**config.mk**
```make
export PLATFORM = sky130hd
export DESIGN_NAME = control_unit
export DESIGN_NICKNAME = d
export VERILOG_FILES = /design/src/rtl/control_unit.sv
export SDC_FILE = /design/constraint.sdc
export NUM_CORES = 1
export LEC_CHECK = 0
export ABC_AREA = 1
export BUFFER_PORTS_ARGS = -buffer_cell sky130_fd_sc_hd__buf_2
export CAP_MARGIN = 20
export CORE_AREA = 2 2 47 54
export DETAILED_ROUTE_END_ITERATION = 12
export DIE_AREA = 0 0 49 56
export PLACE_DENSITY_LB_ADDON = 0.3
export SYNTH_ARGS = -nofsm -noshare
export SYNTH_HDL_FRONTEND = slang
export SYNTH_SLANG_ARGS = --single-unit
```
**constraint.sdc**
```tcl
create_clock -name clk -period 1.5 [get_ports clk]
set_input_delay 0.15 -clock clk [delete_from_list [all_inputs] [get_ports clk]]
set_output_delay 0.15 -clock clk [all_outputs]
set_load 0.03 [all_outputs]
```
**src/rtl/control_unit.sv**
```systemverilog
// Multi-cycle controller for a small 8-bit CPU: fetches a 3-byte instruction
// (opcode, operando1, operando2), decodes it and sequences the datapath,
// including a RAM access phase for LOAD/STORE and a sticky HALT state.
module control_unit #(
  parameter logic [7:0] PC_RESET = 8'h00
) (
  input  logic       clk,
  input  logic       reset,
  input  logic [7:0] pc,
  input  logic [7:0] opcode,
  input  logic [7:0] operando1,
  input  logic [7:0] operando2,
  input  logic       mem_ready,
  input  logic       alu_zero,
  output logic       mem_req,
  output logic       mem_we,
  output logic [7:0] mem_addr,
  output logic       ir_load_op,
  output logic       ir_load_a,
  output logic       ir_load_b,
  output logic       pc_inc,
  output logic       pc_load,
  output logic [7:0] pc_load_val,
  output logic       rf_we,
  output logic       rf_wsel,
  output logic [2:0] rf_addr_a,
  output logic [2:0] rf_addr_b,
  output logic [1:0] alu_op,
  output logic       halted,
  output logic       illegal,
  output logic [2:0] state
);

  typedef enum logic [2:0] {
    StFetch0 = 3'd0,
    StFetch1 = 3'd1,
    StFetch2 = 3'd2,
    StDecode = 3'd3,
    StExec   = 3'd4,
    StMemAcc = 3'd5,
    StHalt   = 3'd6
  } state_t;

  localparam logic [7:0] OpNop   = 8'h00;
  localparam logic [7:0] OpLoad  = 8'h01;
  localparam logic [7:0] OpStore = 8'h02;
  localparam logic [7:0] OpAdd   = 8'h03;
  localparam logic [7:0] OpSub   = 8'h04;
  localparam logic [7:0] OpJmp   = 8'h05;
  localparam logic [7:0] OpJz    = 8'h06;
  localparam logic [7:0] OpHlt   = 8'hFF;

  state_t state_q, state_d;
  logic   z_q, z_d;
  logic   illegal_q, illegal_d;

  // Only the low three bits of the operands address the register file.
  logic unused_operand_bits;
  assign unused_operand_bits = ^{operando1[7:3]};

  // State, zero flag and illegal flag registers with synchronous reset.
  always_ff @(posedge clk) begin
    if (reset) begin
      state_q   <= StFetch0;
      z_q       <= 1'b0;
      illegal_q <= 1'b0;
    end else begin
      state_q   <= state_d;
      z_q       <= z_d;
      illegal_q <= illegal_d;
    end
  end

  // Next-state and output decode; reset overrides everything combinationally so
  // an in-flight access is dropped immediately and the PC is forced to PC_RESET.
  always_comb begin
    state_d     = state_q;
    z_d         = z_q;
    illegal_d   = illegal_q;
    mem_req     = 1'b0;
    mem_we      = 1'b0;
    mem_addr    = 8'h00;
    ir_load_op  = 1'b0;
    ir_load_a   = 1'b0;
    ir_load_b   = 1'b0;
    pc_inc      = 1'b0;
    pc_load     = 1'b0;
    pc_load_val = 8'h00;
    rf_we       = 1'b0;
    rf_wsel     = 1'b0;
    rf_addr_a   = 3'd0;
    rf_addr_b   = 3'd0;
    alu_op      = 2'b00;

    if (reset) begin
      pc_load     = 1'b1;
      pc_load_val = PC_RESET;
    end else begin
      unique case (state_q)
        StFetch0, StFetch1, StFetch2: begin
          mem_req  = 1'b1;
          mem_addr = pc;
          if (mem_ready) begin
            pc_inc = 1'b1;
            unique case (state_q)
              StFetch0: begin ir_load_op = 1'b1; state_d = StFetch1; end
              StFetch1: begin ir_load_a  = 1'b1; state_d = StFetch2; end
              default:  begin ir_load_b  = 1'b1; state_d = StDecode; end
            endcase
          end
        end
        StDecode: begin
          rf_addr_a = operando1[2:0];
          rf_addr_b = operando2[2:0];
          state_d   = StExec;
        end
        StExec: begin
          rf_addr_a = operando1[2:0];
          rf_addr_b = operando2[2:0];
          state_d   = StFetch0;
          case (opcode)
            OpNop: ;
            OpAdd, OpSub: begin
              rf_we  = 1'b1;
              alu_op = (opcode == OpSub) ? 2'b01 : 2'b00;
              z_d    = alu_zero;
            end
            OpJmp: begin
              pc_load     = 1'b1;
              pc_load_val = operando2;
            end
            OpJz: begin
              pc_load     = z_q;
              pc_load_val = operando2;
            end
            OpLoad, OpStore: state_d = StMemAcc;
            OpHlt:           state_d = StHalt;
            default: begin
              illegal_d = 1'b1;
              state_d   = StHalt;
            end
          endcase
        end
        StMemAcc: begin
          rf_addr_a = operando1[2:0];
          rf_addr_b = operando2[2:0];
          mem_req   = 1'b1;
          mem_addr  = operando2;
          mem_we    = (opcode == OpStore);
          if (mem_ready) begin
            if (opcode == OpLoad) begin
              rf_we   = 1'b1;
              rf_wsel = 1'b1;
            end
            state_d = StFetch0;
          end
        end
        StHalt: ;
        default: state_d = StFetch0;
      endcase
    end
  end

  // Status outputs read as their reset values while reset is held.
  assign halted  = !reset && (state_q == StHalt);
  assign illegal = !reset && illegal_q;
  assign state   = reset ? StFetch0 : state_q;

endmodule

```
==> run_summary.xml, run 1 <==
<?xml version="1.0" encoding="UTF-8"?>
<metrics>
  <group name="finish">
    <metric name="finish.cell_count_without_fillers" unit="">263</metric>
    <metric name="finish.utilization" unit="">0.731</metric>
    <metric name="layout_common_cells" unit="">sky130_fd_sc_hd__buf_2, sky130_fd_sc_hd__nand2_1, sky130_fd_sc_hd__buf_4</metric>
    <metric name="regArea" unit="um^2">111</metric>
    <metric name="area.growth.synth_to_final" unit="%">110</metric>
    <metric name="final.fill_count" unit="">165</metric>
    <metric name="diodes" unit="">0</metric>
    <metric name="mostFrequentLayoutCell" unit="">sky130_fd_sc_hd__buf_2</metric>
    <metric name="layout-drive-gt1-share" unit="">0.614</metric>
    <metric name="fin_area" unit="um^2">1600</metric>
    <metric name="finalNetCount" unit="">270</metric>
    <metric name="multi_input_comb_area" unit="um^2">726</metric>
  </group>
  <group name="placed_design">
    <metric name="placer_s_final_routability_congestion_estimate" unit="">0.816</metric>
    <metric name="number_of_buffers_inserted_by_port_buffering" unit="">67</metric>
    <metric name="hpwlAfterDp" unit="mm">2.05</metric>
    <metric name="dpl_cell_area" unit="um^2">1250</metric>
    <metric name="dp_cells" unit="">248</metric>
  </group>
  <group name="clock_tree">
    <metric name="clock_tree_from_tritoncts" unit="">done</metric>
    <metric name="worst_setup_hold_path_clk_slew" unit="ns">0.04</metric>
    <metric name="cts_made_buffers" unit="">3</metric>
    <metric name="clkLatencyLatePin" unit="ns">0.24</metric>
    <metric name="ctsLongestPathBuffers" unit="">2</metric>
    <metric name="h-tree-depth" unit="">1</metric>
    <metric name="cts_root_buffer" unit="">sky130_fd_sc_hd__clkbuf_4</metric>
    <metric name="numClockSinks" unit="">5</metric>
    <metric name="number_of_buffers_inserted_by_hold_repair_at_cts" unit="">0</metric>
  </group>
  <group name="routing">
    <metric name="initialDrtViolationCount" unit="">21</metric>
    <metric name="wirelength" unit="mm">3.11</metric>
    <metric name="overall_via_count_from_detail_route" unit="">1254</metric>
    <metric name="post_detailed_route_wirelength_per_cell" unit="um">11.8</metric>
    <metric name="ant_nets" unit="">0</metric>
    <metric name="post_route_drc" unit="">0</metric>
    <metric name="first_drt_pass_iteration_count" unit="">4</metric>
    <metric name="drt-vias-per-instance" unit="">4.77</metric>
  </group>
  <group name="run_status">
    <metric name="failed_checks" unit="">setup timing</metric>
    <metric name="outcome" unit="">finished, violations left</metric>
  </group>
  <group name="pwr">
    <metric name="fin_total_pwr" unit="uW">823</metric>
    <metric name="vdd_drop_max" unit="mV">0.489</metric>
    <metric name="p_leak" unit="nW">0.828</metric>
    <metric name="powerDensity" unit="nW/um^2">515</metric>
  </group>
  <group name="die">
    <metric name="design.die.area" unit="um^2">2740</metric>
    <metric name="die_height" unit="um">56</metric>
    <metric name="std_cell_rows" unit="">18</metric>
    <metric name="design.portCount" unit="">74</metric>
    <metric name="die-width" unit="um">49</metric>
    <metric name="core" unit="um^2">2180</metric>
    <metric name="floorplan.initialDensity" unit="">0.348</metric>
  </group>
  <group name="logic_synthesis">
    <metric name="number_of_cells_produced_by_synthesis" unit="">146</metric>
    <metric name="share_of_synthesized_area_spent_on_multiplexers" unit="">0</metric>
    <metric name="synth_sequential_area_ratio" unit="">0.132</metric>
    <metric name="netlist-cell-type-count" unit="">22</metric>
    <metric name="dominant_combinational_cell_family_by_area_after_synthesis" unit="">simple AND/OR/NAND/NOR gates</metric>
    <metric name="yosys.area_share.adder" unit="">0</metric>
    <metric name="post_synth_xor_area_fraction" unit="">0</metric>
    <metric name="post_synth_net_total" unit="">182</metric>
    <metric name="synth-warning-count" unit="">0</metric>
    <metric name="synth.cell_area" unit="um^2">759</metric>
    <metric name="share_of_the_synthesized_area_in_compound_gates_ao_oa_aoi_oai" unit="">0.152</metric>
    <metric name="synthSimpleGateAreaFrac" unit="">0.586</metric>
    <metric name="ys_seq_elements" unit="">5</metric>
    <metric name="post_synthesis_area_per_instance" unit="um^2">5.20</metric>
  </group>
  <group name="timing">
    <metric name="setup_total_negative_slack" unit="ns">-0.141</metric>
    <metric name="layout_worst_path_cycle_share" unit="">1.03</metric>
    <metric name="period_minus_slack" unit="ns">1.54</metric>
    <metric name="slew_violations" unit="">0</metric>
    <metric name="grt_setup_unrepaired" unit="">yes</metric>
    <metric name="report.final.setup_viol" unit="">5</metric>
    <metric name="timing.final.ws_setup" unit="ns">-0.0380</metric>
    <metric name="clock_skew" unit="ns">0.00266</metric>
    <metric name="max_freq" unit="GHz">0.650</metric>
    <metric name="finalHoldViolCount" unit="">0</metric>
  </group>
  <group name="setup_path">
    <metric name="critical_path_peak_fanout" unit="">5</metric>
    <metric name="critPathCaptureType" unit="">primary output</metric>
    <metric name="crit_required" unit="ns">1.35</metric>
    <metric name="timing.setup.critical_path_class" unit="">reg -&gt; out</metric>
    <metric name="setup.worst_path.start_class" unit="">flop</metric>
    <metric name="worstPathArrival" unit="ns">1.39</metric>
  </group>
  <group name="global_route">
    <metric name="grt_pass1_vias" unit="">1122</metric>
    <metric name="grt_antenna_before_repair" unit="">0</metric>
    <metric name="global_route.usage.total" unit="">0.193</metric>
    <metric name="grt_overflow_total" unit="">0</metric>
    <metric name="grt_max_degree" unit="">12</metric>
    <metric name="grt_pass1_wl" unit="mm">4.34</metric>
  </group>
  <group name="min_path">
    <metric name="min_delay_path_class" unit="">in -&gt; reg</metric>
  </group>
  <group name="run">
    <metric name="drv.max_cap_violation_count" unit="">0</metric>
  </group>
</metrics>
area by class of cell:
type,instances,share of cell area
multi-input combinational,117,0.454
tap,30,0.0235
clock buffer,4,0.0164
timing repair buffer,86,0.382
sequential,5,0.0697
inverter,21,0.0540
report_power, final:
part / leakage [nW] / switching [mW] / internal (mW)
Sequential: 0.0428 / 0.0210 / 0.148
Clock: 0.0150 / 0.0539 / 0.100
Combinational: 0.770 / 0.296 / 0.204
cells in the mapped netlist, drive strengths merged:
master	count	area share
a21oi	14	0.10
and3	1	0.0082
buf	3	0.021
conb	1	0.0049
dfxtp	5	0.13
inv	21	0.10
nand2	46	0.24
nand3	9	0.059
nand4	2	0.016
nor2	27	0.17
nor3	6	0.040
nor3b	5	0.049
o21ai	4	0.031
o21bai	1	0.0099
o22ai	1	0.0082
worst paths after layout:
path,from,to,slack (ns),cells past startpoint
min,alu_zero,z_q$_SDFFE_PP0N_,0.18,3
max reg2reg,state_q[0]$_SDFFE_PP0P_,state_q[2]$_SDFFE_PP0P_,0.12,12
min reg2reg,z_q$_SDFFE_PP0N_,z_q$_SDFFE_PP0N_,0.47,2
max,state_q[0]$_SDFFE_PP0P_,rf_we,-0.04,7
per-stage QoR:
stage	hold WS [ns]	worst slack, ns
4_1_cts	0.170	-0.0136
2_1_floorplan	0.314	-0.0965
6_report	0.176	-0.0380
3_3_place_gp	0.432	0.0685
3_5_place_dp	0.429	0.0692
5_1_grt	0.191	-0.0977
registers in the layout, indices dropped and copies added (netlist names):
signal	count
illegal_q	1
state_q	3
z_q	1
critical path, stage by stage (launching register included):
cell,delay [ns]
sky130_fd_sc_hd__dfxtp_4,0.36
sky130_fd_sc_hd__inv_2,0.07
sky130_fd_sc_hd__nand2_2,0.07
sky130_fd_sc_hd__nor2_4,0.15
sky130_fd_sc_hd__buf_6,0.12
sky130_fd_sc_hd__nand2_4,0.05
sky130_fd_sc_hd__a21oi_2,0.18
sky130_fd_sc_hd__buf_6,0.15
layer usage:
layer,GRT usage,part of all wire
met2,0.352,0.52
met1,0.197,0.40
met4,0.106,0.014
met3,0.0484,0.065
met5,0,0
logic make-up after synthesis:
family	after synthesis
DFF	5
and+or+nand+nor	96
AOI/OAI and AO/OA	20
buffers and inverters	24
other	1
what timing repair did:
item,CTS,global route
pin swaps,13,19
resized for setup,52,34
buffers inserted,4,6
cloned,0,1
endpoints found under the setup margin,27,30
No activity file was read; power rests on OpenSTA's default activity.
==> run 2: changes to the inputs <==
Settings changed: SETUP_SLACK_MARGIN set to 0.3.
==> run 2 against run 1 <==
The flow still finishes with violations (setup timing). Global-route usage is 15 points higher. First-iteration DRC count grew to 4.8 times the previous value. Maximum frequency is 10% lower. Critical path type unchanged. Largest power group unchanged. Count of clock-buffer cells in the layout stayed put.
==> run_summary.xml, run 2 (synthesis results as in run 1) <==
<?xml version="1.0" encoding="UTF-8"?>
<metrics>
  <group name="run_status">
    <metric name="outcome" unit="">finished, violations left</metric>
    <metric name="failed_checks" unit="">setup timing</metric>
  </group>
  <group name="placed_design">
    <metric name="placer_s_final_routability_congestion_estimate" unit="">0.860</metric>
    <metric name="hpwlAfterDp" unit="mm">2.57</metric>
    <metric name="detailedPlace.worstSlack" unit="ns">0.0387</metric>
    <metric name="number_of_buffers_inserted_by_port_buffering" unit="">67</metric>
    <metric name="dp_cells" unit="">254</metric>
  </group>
  <group name="timing">
    <metric name="period_minus_slack" unit="ns">1.72</metric>
    <metric name="clock_skew" unit="ns">0.0147</metric>
    <metric name="layout_worst_path_cycle_share" unit="">1.15</metric>
    <metric name="timing.final.ws_setup" unit="ns">-0.218</metric>
    <metric name="slew_violations" unit="">0</metric>
    <metric name="finalHoldViolCount" unit="">0</metric>
    <metric name="setup_total_negative_slack" unit="ns">-4.44</metric>
    <metric name="max_freq" unit="GHz">0.582</metric>
    <metric name="holdWs" unit="ns">0.188</metric>
    <metric name="grt_setup_unrepaired" unit="">yes</metric>
    <metric name="report.final.setup_viol" unit="">33</metric>
  </group>
  <group name="routing">
    <metric name="ant_nets" unit="">0</metric>
    <metric name="drt-vias-per-instance" unit="">6.01</metric>
    <metric name="overall_via_count_from_detail_route" unit="">1630</metric>
    <metric name="post_detailed_route_wirelength_per_cell" unit="um">21.8</metric>
    <metric name="first_drt_pass_iteration_count" unit="">5</metric>
    <metric name="wirelength" unit="mm">5.90</metric>
    <metric name="post_route_drc" unit="">0</metric>
    <metric name="initialDrtViolationCount" unit="">100</metric>
  </group>
  <group name="clock_tree">
    <metric name="clock_tree_from_tritoncts" unit="">done</metric>
    <metric name="numClockSinks" unit="">5</metric>
    <metric name="cts_root_buffer" unit="">sky130_fd_sc_hd__clkbuf_4</metric>
    <metric name="worst_setup_hold_path_clk_slew" unit="ns">0.06</metric>
    <metric name="clkLatencyLatePin" unit="ns">0.27</metric>
    <metric name="h-tree-depth" unit="">1</metric>
    <metric name="cts_made_buffers" unit="">3</metric>
    <metric name="ctsLongestPathBuffers" unit="">2</metric>
  </group>
  <group name="finish">
    <metric name="diodes" unit="">0</metric>
    <metric name="finalNetCount" unit="">278</metric>
    <metric name="layout-drive-gt1-share" unit="">0.734</metric>
    <metric name="largest_register" unit="">state_q</metric>
    <metric name="finish.cell_count_without_fillers" unit="">271</metric>
    <metric name="finish.utilization" unit="">0.956</metric>
    <metric name="final.fill_count" unit="">55</metric>
    <metric name="largestRegisters" unit="">state_q x3, illegal_q x1, z_q x1</metric>
    <metric name="multi_input_comb_area" unit="um^2">1020</metric>
    <metric name="largest_reg_flops" unit="">3</metric>
    <metric name="area.growth.synth_to_final" unit="%">175</metric>
    <metric name="layout_common_cells" unit="">sky130_fd_sc_hd__buf_6, sky130_fd_sc_hd__buf_2, sky130_fd_sc_hd__nand2_1</metric>
    <metric name="mostFrequentLayoutCell" unit="">sky130_fd_sc_hd__buf_6</metric>
    <metric name="regArea" unit="um^2">111</metric>
  </group>
  <group name="min_path">
    <metric name="min-delay-start" unit="">alu_zero</metric>
    <metric name="end_point_of_the_most_critical_hold_path" unit="">z_q$_SDFFE_PP0N_</metric>
    <metric name="min_delay_path_class" unit="">in -&gt; reg</metric>
    <metric name="timing.hold.worst_path_depth" unit="">3</metric>
  </group>
  <group name="setup_path">
    <metric name="crit_path_cell_trace" unit="">buf_12, nand2_8, nor2_4, nand4_1, a21oi_2, buf_6</metric>
    <metric name="setup.worst_path.start_class" unit="">flop</metric>
    <metric name="rrSetupSlack" unit="ns">-0.13</metric>
    <metric name="timing.critical_path.buf_inv" unit="">2</metric>
    <metric name="worstPathArrival" unit="ns">1.57</metric>
    <metric name="crit_required" unit="ns">1.35</metric>
    <metric name="cpPeakStageDelay" unit="ns">0.38</metric>
    <metric name="critical_path_peak_fanout" unit="">4</metric>
    <metric name="worst_r2r_endpoint" unit="">state_q[2]$_SDFFE_PP0P_</metric>
    <metric name="timing.setup.critical_path_class" unit="">reg -&gt; out</metric>
    <metric name="r2r_cells" unit="">13</metric>
    <metric name="r2r-start" unit="">state_q[0]$_SDFFE_PP0P_</metric>
    <metric name="slowest_stage" unit="">sky130_fd_sc_hd__dfxtp_4</metric>
    <metric name="cp_delay_by_family_top" unit="">simple AND/OR/NAND/NOR gates</metric>
    <metric name="critPathCaptureType" unit="">primary output</metric>
  </group>
  <group name="die">
    <metric name="core" unit="um^2">2180</metric>
    <metric name="design.portCount" unit="">74</metric>
    <metric name="std_cell_rows" unit="">18</metric>
    <metric name="die-width" unit="um">49</metric>
    <metric name="die_height" unit="um">56</metric>
    <metric name="floorplan.initialDensity" unit="">0.348</metric>
    <metric name="design.die.area" unit="um^2">2740</metric>
  </group>
  <group name="global_route">
    <metric name="grt_antenna_before_repair" unit="">0</metric>
    <metric name="grt_max_degree" unit="">19</metric>
    <metric name="grt_pass1_wl" unit="mm">7.47</metric>
    <metric name="grt_pass1_vias" unit="">1517</metric>
    <metric name="grt_overflow_total" unit="">0</metric>
    <metric name="global_route.usage.total" unit="">0.343</metric>
  </group>
  <group name="pwr">
    <metric name="p_leak" unit="nW">0.998</metric>
    <metric name="vdd_drop_max" unit="mV">0.584</metric>
    <metric name="powerDensity" unit="nW/um^2">525</metric>
  </group>
  <group name="run">
    <metric name="drv.max_cap_violation_count" unit="">0</metric>
  </group>
</metrics>
[run 2: cell types whose count changed in the layout (fill, tap and decap cells not counted), sizes merged]
cell / previous run / this run
buf: 86 / 94
inv: 21 / 20
clkinvlp: 0 / 1
[run 2: final cells by class]
class / instances / share of cell area
flip-flops and latches: 5 / 0.0533
well taps: 30 / 0.0180
multi-input cells: 117 / 0.488
inverters: 21 / 0.0467
clock buffers: 4 / 0.0126
repair buffers: 94 / 0.382
[run 2: worst register-to-register path, cell delays in order, from the launching register on]
cell and delay [ns]:
sky130_fd_sc_hd__dfxtp_4 0.37, sky130_fd_sc_hd__buf_12 0.14, sky130_fd_sc_hd__inv_4 0.07, sky130_fd_sc_hd__nand2_4 0.05, sky130_fd_sc_hd__nor2_4 0.17, sky130_fd_sc_hd__buf_6 0.13, sky130_fd_sc_hd__buf_6 0.09, sky130_fd_sc_hd__inv_1 0.05
sky130_fd_sc_hd__nand2_2 0.09, sky130_fd_sc_hd__inv_2 0.05, sky130_fd_sc_hd__nand2_1 0.06, sky130_fd_sc_hd__nand3_2 0.07, sky130_fd_sc_hd__nand2_1 0.11, sky130_fd_sc_hd__inv_1 0.05
[run 2: repair_timing]
action,4_1_cts,5_1_grt
pin swaps,20,6
gates resized for setup,85,33
endpoints found under the setup margin,38,40
buffers inserted,8,5
hold buffers,0,0
[run 2: stage by stage]
step	power, mW	instance area [um^2]
finish	1.10	2090
floorplan	0.495	1100
detailed placement	0.661	1590
global route	1.13	2090
CTS	0.940	1950
global placement	0.650	1590
[run 2: report_power, final]
part | internal [mW] | leakage [nW] | switching [mW]
Sequential | 0.148 | 0.0428 | 0.0235
Combinational | 0.293 | 0.940 | 0.448
Clock | 0.102 | 0.0150 | 0.0821
[run 2: how the worst max path moves through the flow]
stage	startpoint	to	slack, ns	depth (start not counted)
after floorplan	state_q[2]$_SDFFE_PP0P_	rf_addr_a[0]	-0.01	6
after global placement	opcode[7]	pc_load_val[7]	0.07	7
after detailed placement	opcode[7]	pc_load_val[4]	0.04	7
after CTS	state_q[1]$_SDFFE_PP0P_	pc_load_val[3]	-0.09	5
after global routing	state_q[0]$_SDFFE_PP0P_	rf_we	-0.27	6
final	state_q[0]$_SDFFE_PP0P_	rf_we	-0.22	6
[run 2: routing by layer]
metal,GRT usage,wire length [um],vias up,share of wire
li1,-,-,657,-
met1,0.374,1970,719,0.33
met2,0.659,2890,194,0.49
met3,0.0269,600,60,0.10
met4,0.151,439,0,0.074
met5,0,0,-,0
